<file path="src/rtl/seq_reg_write_arbiter.sv">
// Round-robin arbiter sharing one WIDTH-bit register among NUM_REQ requesters.
// Each requester writes data or clears to zero; pending clears outrank pending writes.
module seq_reg_write_arbiter #(
  parameter int NUM_REQ = 4,
  parameter int WIDTH   = 8
) (
  input  logic                       clk,
  input  logic                       rst,
  input  logic [NUM_REQ-1:0]         req_valid,
  input  logic [NUM_REQ-1:0]         req_clr,
  input  logic [NUM_REQ*WIDTH-1:0]   req_data,
  output logic [NUM_REQ-1:0]         req_ready,
  output logic [WIDTH-1:0]           q,
  output logic                       q_upd,
  output logic [$clog2(NUM_REQ)-1:0] q_src
);

  localparam int IDX_W = $clog2(NUM_REQ);

  typedef enum logic {
    IDLE  = 1'b0,
    GRANT = 1'b1
  } state_t;

  typedef struct packed {
    logic             found;
    logic [IDX_W-1:0] idx;
  } pick_t;

  state_t           state, state_nxt;
  logic [IDX_W-1:0] gnt_idx, gnt_idx_nxt;
  logic [IDX_W-1:0] rr_ptr;
  logic [IDX_W-1:0] ptr_after_gnt;

  logic [NUM_REQ-1:0] cand;
  logic [NUM_REQ-1:0] cand_clr;
  logic [NUM_REQ-1:0] cand_wr;
  logic [IDX_W-1:0]   pick_ptr;
  pick_t              pick_clr;
  pick_t              pick_wr;
  pick_t              winner;

  logic             xfer;
  logic             xfer_clr;
  logic [WIDTH-1:0] xfer_data;

  // Pointer increment that wraps at NUM_REQ-1, so a non-power-of-two
  // requester count never produces an out-of-range index.
  function automatic logic [IDX_W-1:0] inc_wrap(input logic [IDX_W-1:0] idx);
    if (32'(idx) == NUM_REQ - 1) return '0;
    return idx + 1'b1;
  endfunction

  // First set bit of mask at or after ptr, wrapping around.
  function automatic pick_t rr_pick(input logic [NUM_REQ-1:0] mask,
                                    input logic [IDX_W-1:0]   ptr);
    pick_t       res;
    int unsigned pos;
    res = '0;
    for (int unsigned k = 0; k < NUM_REQ; k++) begin
      pos = 32'(ptr) + k;
      if (pos >= NUM_REQ) pos = pos - NUM_REQ;
      if (!res.found && mask[pos[IDX_W-1:0]]) begin
        res.found = 1'b1;
        res.idx   = pos[IDX_W-1:0];
      end
    end
    return res;
  endfunction

  assign ptr_after_gnt = inc_wrap(gnt_idx);

  // NOTE: every signal written in an always_comb gets a default first, so no
  // path through the block leaves it unassigned and no latch is inferred.
  always_comb begin
    cand     = req_valid;
    pick_ptr = rr_ptr;
    if (state == GRANT) begin
      // The requester just served is excluded, and the search starts from the
      // pointer value this grant will leave behind.
      cand[gnt_idx] = 1'b0;
      pick_ptr      = ptr_after_gnt;
    end
    cand_clr = cand & req_clr;
    cand_wr  = cand & ~req_clr;
  end

  assign pick_clr = rr_pick(cand_clr, pick_ptr);
  assign pick_wr  = rr_pick(cand_wr, pick_ptr);
  assign winner   = pick_clr.found ? pick_clr : pick_wr;

  always_comb begin
    req_ready = '0;
    if (state == GRANT) req_ready[gnt_idx] = 1'b1;
  end

  assign xfer      = (state == GRANT) && req_valid[gnt_idx];
  assign xfer_clr  = req_clr[gnt_idx];
  assign xfer_data = req_data[int'(gnt_idx)*WIDTH +: WIDTH];

  always_comb begin
    state_nxt   = state;
    gnt_idx_nxt = gnt_idx;
    case (state)
      IDLE: begin
        if (winner.found) begin
          state_nxt   = GRANT;
          gnt_idx_nxt = winner.idx;
        end
      end
      GRANT: begin
        if (winner.found) begin
          gnt_idx_nxt = winner.idx;
        end else begin
          state_nxt = IDLE;
        end
      end
      default: state_nxt = IDLE;
    endcase
  end

  // NOTE: sequential state uses non-blocking assignments so every register
  // samples the pre-edge values regardless of statement order.
  always_ff @(posedge clk) begin
    if (rst) begin
      state   <= IDLE;
      gnt_idx <= '0;
      rr_ptr  <= '0;
    end else begin
      state   <= state_nxt;
      gnt_idx <= gnt_idx_nxt;
      // The pointer advances on every grant, even when the requester withdrew.
      if (state == GRANT) rr_ptr <= ptr_after_gnt;
    end
  end

  always_ff @(posedge clk) begin
    if (rst) begin
      q     <= '0;
      q_upd <= 1'b0;
      q_src <= '0;
    end else begin
      q_upd <= xfer;
      if (xfer) begin
        q     <= xfer_clr ? '0 : xfer_data;
        q_src <= gnt_idx;
      end
    end
  end

endmodule

</file>
<file path="config.mk">
export PLATFORM = sky130hd
export DESIGN_NAME = seq_reg_write_arbiter
export DESIGN_NICKNAME = d
export VERILOG_FILES = /design/src/rtl/seq_reg_write_arbiter.sv
export SDC_FILE = /design/constraint.sdc
export NUM_CORES = 1
export LEC_CHECK = 0
export CORE_MARGIN = 2
export CORE_UTILIZATION = 36
export DETAILED_ROUTE_END_ITERATION = 8
export MAX_ROUTING_LAYER = met4
export PLACE_DENSITY = 0.84
export SETUP_SLACK_MARGIN = 0.3
export SLEW_MARGIN = 20
export SYNTH_ARGS = -nofsm -noshare
export SYNTH_HDL_FRONTEND = slang
export SYNTH_SLANG_ARGS = --single-unit
</file>
<file path="constraint.sdc">
create_clock -name clk -period 2.5 [get_ports clk]
set_input_delay 0.75 -clock clk [delete_from_list [all_inputs] [get_ports clk]]
set_output_delay 0.75 -clock clk [all_outputs]
set_load 0.05 [all_outputs]
</file>
# --- After elaboration in Yosys (flattened, before gate mapping) ---
# Index checks and enable logic that the tools add are counted.
totals:
  out_inout_bits: 15
  reg_bits: 16
  inputBits: 42
  wordCells: 89
classes:
  order_cmp: 10
  shifts: 1
  n_addsub: 8
  n_bitwise: 5
  n_reduce_logical: 14
  n_eq_ne: 1
  n_mux: 44
ops:
  columns: ["op", "count"]
  rows:
  - ["32-bit by 6-bit indexed part select with 8-bit output", 1]
  - ["3-bit two-way mux", 9]
  - ["1-bit binary-select mux with 2-bit select", 10]
  - ["2-bit two-way mux", 8]
  - ["2-bit by 3-bit < comparator with 1-bit output, second input constant", 5]
  - ["1-bit two-way mux", 13]
  - ["4-bit bitwise AND", 3]
  - ["3-bit >= comparator, second input constant", 3]
  - ["1-bit logical AND", 8]
  - ["4-bit two-way mux", 2]
  - ["8-bit two-way mux", 1]
  - ["4-bit NOT", 2]
  - ["2-bit by 1-bit subtractor with 2-bit output, second input constant", 4]
  - ["2-bit by 2-bit adder with 3-bit output, second input constant", 2]
  - ["1-bit zero test", 6]
  - ["2-bit by 1-bit adder with 3-bit output, second input constant", 1]
  - ["2-bit by 3-bit >= comparator with 1-bit output, second input constant", 1]
  - ["2-bit by 1-bit adder with 2-bit output, second input constant", 1]
  - ["1-bit demux with 2-bit select", 1]
  - ["2-bit equality test, second input constant", 1]
  - ["2-bit by 1-bit >= comparator with 1-bit output, second input constant", 1]

# --- Logic depth before layout (Yosys ltp) ---
depth:
  ltp_word: 22
  mapped_depth: 12
  depth_no_buf: 10

# --- Worst setup path after synthesis ---
# OpenSTA, ideal clock, no wires.
synth_timing:
  path_kind: "reg-to-reg"
  startpoint: "reg gnt_idx[0]"
  endpoint: "reg gnt_idx[1]"
  arrival_ns: 2.346
  path_slack_ns: 0.083
  period_less_slack_ns: 2.417
  stages_incl_launch_ff: 11
  setup_ns: 0.071
  cell_sequence: "dfxtp_1 -> buf_2 -> inv_1 -> ha_1 -> mux2_4 -> or3_1 -> a21oi_1 -> o21ai_1 -> a21boi_0 -> o21ai_1 -> a21oi_1"
synth_between:
  elab_chain_len: 22
synth_lines:
  columns: ["element", "line_no", "text"]
  rows:
  - ["start, declared", "31", "logic [IDX_W-1:0] gnt_idx, gnt_idx_nxt;"]
  - ["start signal, assigned", "131", "gnt_idx <= gnt_idx_nxt;"]
  - ["parallel branches: the longest is 20 deep, another holds 2-bit by 1-bit adder with 3-bit output", null, null]
  - ["3-bit two-way mux (*)", "90", "assign winner = pick_clr.found ? pick_clr : pick_wr;"]
  - ["2-bit two-way mux", "106, 112", null]
# Every way passes the cells marked *. The select of a mux whose other input is x is not followed.
# A chain may end at the register's enable or synchronous reset.

# --- Final worst setup path ---
layout_timing:
  startpoint: "reg gnt_idx[1]"
  endpoint: "out req_ready[2]"
layout_between:
  elab_chain_len: 5
layout_lines:
  columns: ["element", "line_no", "text"]
  rows:
  - ["2-bit by 3-bit < comparator with 1-bit output (implied by the code) / 2-bit by 1-bit >= comparator with 1-bit output (equally long branches)", "94", "if (state == GRANT) req_ready[gnt_idx] = 1'b1;"]
  - ["1-bit logical AND (implied by the code)", "94", null]
  - ["1-bit two-way mux (implied by the code)", "94", null]
  - ["1-bit demux with 2-bit select (*)", "94", null]
  - ["4-bit two-way mux (*)", "94", null]
  - ["end, declared", "12", "output logic [NUM_REQ-1:0] req_ready,"]
# Mark *: on every way between the ends. The rest lies on a longest branch, timed or not.

==> flow_metrics.py <==
metrics = {
    "outcome": {
        "status": "finished clean",
    },
    "synthesis": {
        "yosysSeqAreaShare": 0.274,
        "synthTopCellsByArea": "dfxtp_1, mux4_2, a22o_1",
        "syn_avg_cell_area_um2": 9.07,
        "synth_edf_count": 0,
        "synth_top_cell_area_share": 0.274,
        "async_reset_ff_frac": 0,
        "ys.flop_type": "dfxtp_1",
        "ys_types": 35,
        "netlist_area_um2": 1170,
        "synth_common_cells": "nor2_1, dfxtp_1, a21oi_1",
        "yosysWarnings": 0,
        "ys_seq_elements": 16,
        "synth_top_cell_by_area": "dfxtp_1",
        "syn_nets": 175,
        "synthCells": 129,
        "yosysMostFrequentCell": "nor2_1",
    },
    "clock_tree": {
        "cts_inserted_buffers": 3,
        "cts_max_path_buffers": 2,
        "clockRootBuffer": "clkbuf_4",
        "cts_tree": "done",
        "htreeDepth": 1,
        "postCtsHoldBufs": 0,
        "clkLatencyLatePin_ps": 320,
        "clk_transition_reported_paths_ps": 110,
        "cts.sinks": 16,
    },
    "sta": {
        "finalCritPeriodShare": 0.890,
        "slew_headroom": 0.656,
        "setup_ws_ps": 276,
        "drv_slew": 0,
        "final-setup-viol-count": 0,
        "period_needed_ps": 2220,
        "rsz0062_at_grt": "yes",
        "hold_viol_final": 0,
        "fin_skew_ps": 15.8,
        "timing.fmax_mhz": 450,
        "setup_tns_ps": 0,
        "worst_pin_slew_ps": 513,
    },
    "pwr": {
        "combPwrFrac": 0.535,
        "p_clk_frac": 0.177,
        "switchingPower_mw": 0.428,
        "finalPower_mw": 1.06,
        "power.density_nw_per_um2": 544,
        "ir_worst_vdd_mv": 0.224,
        "pwr-share-seq": 0.287,
        "sw_frac_of_total": 0.402,
        "leakagePower_nw": 0.874,
        "internal_power_mw": 0.636,
    },
    "drt": {
        "ant_nets": 0,
        "detail_route.iter0.violations": 97,
        "wl_per_cell_um": 18.2,
        "vias_per_cell": 5.92,
        "postRouteWirelength_mm": 4.40,
        "drc": 0,
        "num_vias": 1433,
        "firstDrtPassIters": 4,
    },
    "placement": {
        "dpl-instance-area_um2": 1830,
        "dp_hpwl_mm": 3.12,
        "dp_worst_setup_slack_ps": -29.4,
        "gp_congestion": 1.21,
        "numPortBuffers": 56,
    },
    "setup_path": {
        "endpoint_kind": "output port",
        "worstPathMaxFanout": 13,
        "startpoint_type": "flop",
        "cp_data_required_time_ps": 1750,
        "critical_path_arrival_ps": 1470,
        "criticalPathCategory": "flop to output port",
    },
    "floorplan": {
        "rows": 20,
        "core_um2": 3080,
        "design.die.area_um2": 3720,
        "io_pins": 57,
        "die_h_um": 61.0,
        "die_x_um": 61.0,
        "start_util": 0.380,
    },
    "final_layout": {
        "nets": 245,
        "final_core_util": 0.635,
        "syn_to_final_growth_pct": 67.0,
        "drive_gt1_frac": 0.222,
        "nFillCells": 232,
        "num_antenna_cells": 0,
        "final_area_um2": 1950,
    },
    "grt": {
        "use_met2": 0.413,
        "grt_busiest_layer": "met2",
        "grtUsageMet1": 0.239,
        "track_usage": 0.234,
        "grt_pass1_wl_mm": 6.09,
        "grt-ovfl-total": 0,
        "grt_max_degree": 14,
        "antenna_found_initial": 0,
        "grt_pass1_vias": 1354,
        "grtUsageMet3": 0.0576,
    },
    "hold_path": {
        "hp-class": "flop to flop",
    },
    "flow_run": {
        "max_cap_violations": 0,
    },
}
## layer usage
metal | routed length (um) | up-vias
li1 | - | 624
met1 | 1620 | 668
met2 | 2120 | 120
met3 | 497 | 21
met4 | 168 | 0
met5 | 0 | -
## power by group through the flow
stage / Combinational [mW] / Sequential [mW] / Clock, mW
6_report: 0.569 / 0.306 / 0.189
5_1_grt: 0.600 / 0.308 / 0.195
4_1_cts: 0.526 / 0.302 / 0.185
3_5_place_dp: 0.508 / 0.314 / 0
3_3_place_gp: 0.488 / 0.311 / 0
2_1_floorplan: 0.295 / 0.352 / 0
## critical path: stages, from the launching register on
cell	delay [ps]
dfxtp_1	380
buf_6	190
ha_1	170
nand2_1	120
inv_1	140
buf_12	140
## kinds of logic (layout without fill, tap and decap cells)
family,after synthesis,count (layout),share of synthesized area
AO/OA/AOI/OAI,34,34,0.188
adder cells (fa/ha/maj),4,4,0.0428
buffers and inverters,12,81,0.0524
flip-flops,16,16,0.274
multiplexers,15,15,0.244
AND/OR/NAND/NOR,48,48,0.199
## layout by cell type (no fill, tap or decap), drive strengths merged, types with 4 or more instances in the layout
cell type / Yosys / final
nor2: 18 / 18
ha: 4 / 4
nand3: 8 / 8
dfxtp: 16 / 16
clkbuf: 1 / 4
inv: 7 / 7
nand2: 12 / 12
o21ai: 7 / 7
clkdlybuf4s50: 0 / 38
dlygate4sd2: 0 / 10
buf: 4 / 18
a22o: 8 / 8
a21oi: 12 / 12
mux4: 10 / 10
dlymetal6s2s: 0 / 4
## worst paths after layout
| kind | start | slack [ps] | depth (start not counted) | to |
|---|---|---|---|---|
| hold / removal | q[0] | 480 | 1 | q[0] |
| setup / recovery | gnt_idx[1] | 280 | 5 | req_ready[2] |
| hold reg to reg | q[0] | 480 | 1 | q[0] |
| setup reg to reg | gnt_idx[0] | 310 | 10 | gnt_idx[1] |
## cell type report
type,count,area (um2),share of cell area
multi-input cells,101,825,0.422
flip-flops and latches,16,325,0.167
clock buffers,4,36.3,0.0186
repair buffers,70,686,0.351
well taps,44,55.1,0.0282
inverters,7,26.3,0.0135
## what timing repair did
| action | in CTS | in global routing |
|---|---|---|
| pin swaps | 2 | 7 |
| resized for setup | 12 | 11 |
| cloned | 0 | 0 |
| buffers inserted | 3 | 3 |
| setup endpoints to repair | 13 | 5 |
## registers in the layout, indices dropped and copies added, names as in the netlist
register and count:
gnt_idx 2, state 1, q_upd 1, q 8
rr_ptr 2, q_src 2
## metrics by stage
step / instances / hold WS (ps)
2_1_floorplan: 129 / 505
3_3_place_gp: 232 / 459
3_5_place_dp: 232 / 464
4_1_cts: 239 / 488
5_1_grt: 242 / 515
6_report: 242 / 479
No activity file was read; power rests on OpenSTA's default activity.
